**config.mk**
```make
export PLATFORM = sky130hd
export DESIGN_NAME = hex_scan_ctrl
export DESIGN_NICKNAME = d
export VERILOG_FILES = /design/src/rtl/hex_scan_pkg.sv /design/src/rtl/hex_scan_timer.sv /design/src/rtl/hex_scan_ctrl.sv
export SDC_FILE = /design/constraint.sdc
export NUM_CORES = 1
export LEC_CHECK = 0
export CORE_UTILIZATION = 53
export DETAILED_ROUTE_END_ITERATION = 8
export PLACE_DENSITY = 0.79
export SLEW_MARGIN = 20
export SYNTH_ARGS = -nofsm -noshare
export SYNTH_HDL_FRONTEND = slang
export SYNTH_SLANG_ARGS = --single-unit
```
**constraint.sdc**
```tcl
create_clock -name clk -period 4.5 [get_ports clk]
set_clock_uncertainty 0.2 [all_clocks]
set_input_delay 0.9 -clock clk [delete_from_list [all_inputs] [get_ports clk]]
set_output_delay 0.9 -clock clk [all_outputs]
set_load 0.005 [all_outputs]
```
**src/rtl/hex_scan_pkg.sv**
```systemverilog
// Shared types and helpers for the hex_scan_ctrl display scan controller.
// Optional deadband filtering is enabled with HEX_SCAN_DEADBAND_EN.
package hex_scan_pkg;

    localparam int POS_W = 32;
    localparam logic [POS_W-1:0] DEF_RESET_POS = 32'hFFFF_FFFF;

    typedef enum logic [1:0] {
        COMMIT,
        BLANK,
        SHOW
    } state_e;

    function automatic logic [POS_W-1:0] abs_diff(input logic [POS_W-1:0] a,
                                                  input logic [POS_W-1:0] b);
        return (a > b) ? (a - b) : (b - a);
    endfunction

endpackage

```
**src/rtl/hex_scan_timer.sv**
```systemverilog
// Loadable down-counter used to time the blank and show phases of a slot.
module hex_scan_timer
    import hex_scan_pkg::*;
#(
    parameter int W = 1
) (
    input  logic         clk,
    input  logic         rst,
    input  logic         load,
    input  logic [W-1:0] load_val,
    output logic         done
);

    logic [W-1:0] cnt_q, cnt_d;

    always_comb begin
        cnt_d = cnt_q;
        if (load)
            cnt_d = load_val;
        else if (cnt_q != '0)
            cnt_d = cnt_q - W'(1);
    end

    always_ff @(posedge clk) begin
        if (rst)
            cnt_q <= '0;
        else
            cnt_q <= cnt_d;
    end

    assign done = (cnt_q == '0);

endmodule

```
**src/rtl/hex_scan_ctrl.sv**
```systemverilog
// Time-multiplexed scan controller: shadows per-channel positions, commits one
// per slot and drives active-low digit enables. HEX_SCAN_DEADBAND_EN adds jitter filtering.
module hex_scan_ctrl
    import hex_scan_pkg::*;
#(
    parameter int               NUM_CH    = 2,
    parameter int               CHW       = (NUM_CH > 1) ? $clog2(NUM_CH) : 1,
    parameter int               SHOW_CYC  = 49499,
    parameter int               BLANK_CYC = 500,
    parameter logic [POS_W-1:0] RESET_POS = DEF_RESET_POS,
    parameter int               DEADBAND  = 4
) (
    input  logic              clk,
    input  logic              rst,
    input  logic              in_valid,
    input  logic [CHW-1:0]    in_ch,
    input  logic [POS_W-1:0]  in_pos,
    output logic              in_ready,
    output logic [POS_W-1:0]  pos_out,
    output logic [CHW-1:0]    scan_ch,
    output logic [NUM_CH-1:0] dig_en_n,
    output logic              blank,
    output logic              frame_tick,
    output logic              err_oob
);

    localparam int MAXC = (BLANK_CYC > SHOW_CYC) ? BLANK_CYC : SHOW_CYC;
    localparam int TW   = (MAXC > 1) ? $clog2(MAXC) : 1;

    state_e               state_q, state_d;
    logic [CHW-1:0]       scan_q, scan_d;
    logic [POS_W-1:0]     shadow_q [NUM_CH];
    logic [POS_W-1:0]     active_q [NUM_CH];
    logic [POS_W-1:0]     pos_q, pos_d;
    logic [NUM_CH-1:0]    dig_q, dig_d;
    logic                 blank_q, blank_d;
    logic                 rdy_q, rdy_d;
    logic                 ft_q, ft_d;
    logic                 err_q, err_d;

    logic                 t_load, t_done;
    logic [TW-1:0]        t_val;
    logic [POS_W-1:0]     sh_scan;
    logic                 accept, in_range, wr_ok;

    hex_scan_timer #(.W(TW)) u_timer (
        .clk      (clk),
        .rst      (rst),
        .load     (t_load),
        .load_val (t_val),
        .done     (t_done)
    );

    always_comb begin
        sh_scan = '0;
        for (int i = 0; i < NUM_CH; i++)
            if (scan_q == CHW'(i)) sh_scan = shadow_q[i];
    end

    assign accept   = in_valid && rdy_q;
    assign in_range = (POS_W'(in_ch) < POS_W'(NUM_CH));

`ifdef HEX_SCAN_DEADBAND_EN
    logic [POS_W-1:0] sh_in;
    always_comb begin
        sh_in = '0;
        for (int i = 0; i < NUM_CH; i++)
            if (in_ch == CHW'(i)) sh_in = shadow_q[i];
    end
    // A channel still at its reset value always takes the first real update.
    assign wr_ok = (abs_diff(in_pos, sh_in) >= POS_W'(DEADBAND)) || (sh_in == RESET_POS);
`else
    logic unused_deadband;
    assign unused_deadband = ^DEADBAND;
    assign wr_ok = 1'b1;
`endif

    always_comb begin
        state_d = state_q;
        scan_d  = scan_q;
        t_load  = 1'b0;
        t_val   = '0;
        pos_d   = pos_q;
        ft_d    = 1'b0;
        case (state_q)
            COMMIT: begin
                state_d = BLANK;
                t_load  = 1'b1;
                t_val   = TW'(BLANK_CYC - 1);
                pos_d   = sh_scan;
            end
            BLANK: begin
                if (t_done) begin
                    state_d = SHOW;
                    t_load  = 1'b1;
                    t_val   = TW'(SHOW_CYC - 1);
                end
            end
            SHOW: begin
                if (t_done) begin
                    state_d = COMMIT;
                    if (scan_q == CHW'(NUM_CH - 1)) begin
                        scan_d = '0;
                        ft_d   = 1'b1;
                    end else begin
                        scan_d = scan_q + CHW'(1);
                    end
                end
            end
            default: state_d = COMMIT;
        endcase
        // Outputs are registered from the next state so they line up with it.
        rdy_d   = (state_d != COMMIT);
        blank_d = (state_d != SHOW);
        for (int i = 0; i < NUM_CH; i++)
            dig_d[i] = !((state_d == SHOW) && (scan_d == CHW'(i)));
        err_d = err_q | (accept & ~in_range);
    end

    always_ff @(posedge clk) begin
        if (rst) begin
            state_q <= COMMIT;
            scan_q  <= '0;
            pos_q   <= RESET_POS;
            dig_q   <= '1;
            blank_q <= 1'b1;
            rdy_q   <= 1'b0;
            ft_q    <= 1'b0;
            err_q   <= 1'b0;
            for (int i = 0; i < NUM_CH; i++) begin
                shadow_q[i] <= RESET_POS;
                active_q[i] <= RESET_POS;
            end
        end else begin
            state_q <= state_d;
            scan_q  <= scan_d;
            pos_q   <= pos_d;
            dig_q   <= dig_d;
            blank_q <= blank_d;
            rdy_q   <= rdy_d;
            ft_q    <= ft_d;
            err_q   <= err_d;
            for (int i = 0; i < NUM_CH; i++) begin
                if (accept && in_range && wr_ok && (in_ch == CHW'(i)))
                    shadow_q[i] <= in_pos;
                if ((state_q == COMMIT) && (scan_q == CHW'(i)))
                    active_q[i] <= shadow_q[i];
            end
        end
    end

    assign in_ready   = rdy_q;
    assign pos_out    = pos_q;
    assign scan_ch    = scan_q;
    assign dig_en_n   = dig_q;
    assign blank      = blank_q;
    assign frame_tick = ft_q;
    assign err_oob    = err_q;

endmodule

```
==> results.md <==
* Status: completed
* Synth Instances at 373
* Most common library cell in the layout ignoring fill and taps: clkdlybuf4s50_1
* Syn Nets at 411
* Worst slew margin at 0.442
* Peak VDD IR at 0.000277 V
* PortBufs at 73
* P&R area growth vs syn at 30.0%
* Cell taking the most area after synthesis: edfxtp_1
* Setup_tns at 0 ps
* Global route overflow at 0
* Most frequent cells in the layout: clkdlybuf4s50_1, edfxtp_1, dfxtp_1
* DRT Pass-1 Iters at 4
* Nets@finish at 479
* Sequential cell area fraction in the yosys report at 0.650
* Die H at roughly 96 µm
* Final ANT Viol Nets at 0
* Period utilization at 0.588
* Rows at 33
* Post-synth top area share at 0.411
* Num Clock Sinks at 120
* Setup repair bufs after CTS at 0
* Setup violators final at 0
* Synth unique cells at 49
* GRT Util Overall at 0.224
* Drc violations at 0
* Post-DP HPWL at 5520 µm
* Final wirelength at 9320 µm
* Hold WC Path Type: register to register
* Initial antenna violation count at 0
* CTS tree: done
* Total chip power at 0.00287 W
* Worst-Margin Slew at 837 ps
* Core outline area at 8380 µm²
* Cell area after synthesis at 4680 µm²
* Post-synth EDFFs at 64
* Ant diodes at 0
* Setup crit end kind: register
* First-pass GRT wire length at around 15,000 µm
* Final GP Congestion at 0.839
* Worst skew pair latency at ~520 ps
* CTS Hold Bufs at 0
* Leakage power at 2.05 nW
* Share of layout cells above drive strength 1 at 0.106
* Final hold viol count at 0
* Arr. time, crit path at around 2600 ps
* Via count at 3,159
* Post-synth top flop: edfxtp_1
* Achievable frequency at 378 MHz
* Ports at 75
* Unrepaired setup endpoints after global routing: false
* CTS root buf: clkbuf_8
* CP Launch Type: input pin
* Synth top area cells: edfxtp_1, dfxtp_1, mux2i_1
* TritonCTS buffer count at 17
* Fin util at 0.726
* Largest net degree at the start of global routing at 69
* Starting Density at 0.558
* Clock-pin slew on the worst setup and hold paths at 60 ps
* H-tree levels at 4
* Die area at 9210 µm²
* Pwr dens at between 400 and 500 nW/µm²
* Critical Path RT at 4490 ps
* Syn avg cell area at 12.5 µm²
* Crit path max fanout at 51
* Clock tree buffer depth at 2
* Vias per std cell at roughly 5.7
* Synth async-reset ratio at 0
* Synth warn at 0
* Yosys reg bits at 120
* Post-layout min period at 2640 ps
* Die Width at 96.0 µm
* Vias in the first global route at ~3,100
* WL per Instance at 16.7 µm
* Post-CTS resize count at 0
* Crit path kind: input pin to register
* Max-cap violations at 0
* Initial DRC count at 134
* Pins Over Slew Limit at 0
==> layout make-up <==
| cell class | count | area [µm²] |
|---|---|---|
| fill | 555 | 2300 |
| multi-input combinational | 218 | 1490 |
| timing repair buffer | 78 | 783 |
| clock inverter | 14 | 198 |
| inverter | 6 | 22.5 |
| sequential | 120 | 3040 |
| tap | 105 | 131 |
| clock buffer | 18 | 418 |
==> path summary, 6_finish.rpt <==
path | cells past startpoint | start | slack [ps] | end
min | 2 | pos_out[23] | 280 | pos_out[23]
min reg2reg | 2 | pos_out[23] | 280 | pos_out[23]
max | 4 | rst | 1860 | shadow_q[0][36]
max reg2reg | 7 | u_timer.cnt_q[0] | 2230 | u_timer.cnt_q[10]
==> layer usage <==
layer	GRT usage	up-vias	wire length [µm]
met1	0.281	1541	4150
met2	0.364	82	4640
li1	-	1522	-
met5	0	-	0
met4	0.109	0	180
met3	0.0513	14	346
==> Yosys cell counts (all sizes together), types with 5 or more instances <==
cell,count
nand2,43
nor2,9
or3,34
o211ai,33
a31oi,6
nor3,9
buf,11
edfxtp,64
dfxtp,56
mux2i,34
clkbuf,18
inv,5
==> stage by stage <==
stage	cell area, µm²	setup WS (ps)	cells	hold slack [ps]
4_1_cts	6050	1820	558	285
2_1_floorplan	4680	391	373	256
5_1_grt	6080	1640	559	303
3_5_place_dp	5440	1280	526	271
6_report	6080	1860	559	280
3_3_place_gp	5440	1320	526	265
==> cells by family (layout without fill, tap and decap cells) <==
group	count (synthesis)	after routing	share of synthesized area
AO/OA/AOI/OAI	59	59	0.0941
XOR/XNOR	5	5	0.00936
adder cells (fa/ha/maj)	2	2	0.00535
buffers and inverters	35	116	0.0348
flip-flops	120	120	0.650
multiplexers	34	34	0.0727
other	1	1	0.000801
AND/OR/NAND/NOR	117	117	0.133
==> report_power, final <==
part	switching, W	internal, W	total (W)
combinational	0.000120	0.000114	0.000234
sequential	0.0000283	0.00120	0.00123
clock	0.000499	0.000905	0.00140
==> sequential cells by signal, summed over array words and instances (netlist names) <==
register	flops
blank	1
dig_en_n	2
frame_tick	1
in_ready	1
pos_out	32
scan_ch	1
shadow_q	64
state_q	2
u_timer.cnt_q	16
==> critical path: stages <==
cell and delay [ps]:
buf_2 640, clkinv_1 200, nand2_1 500, buf_4 380
Power figures use the tool's default switching activity.
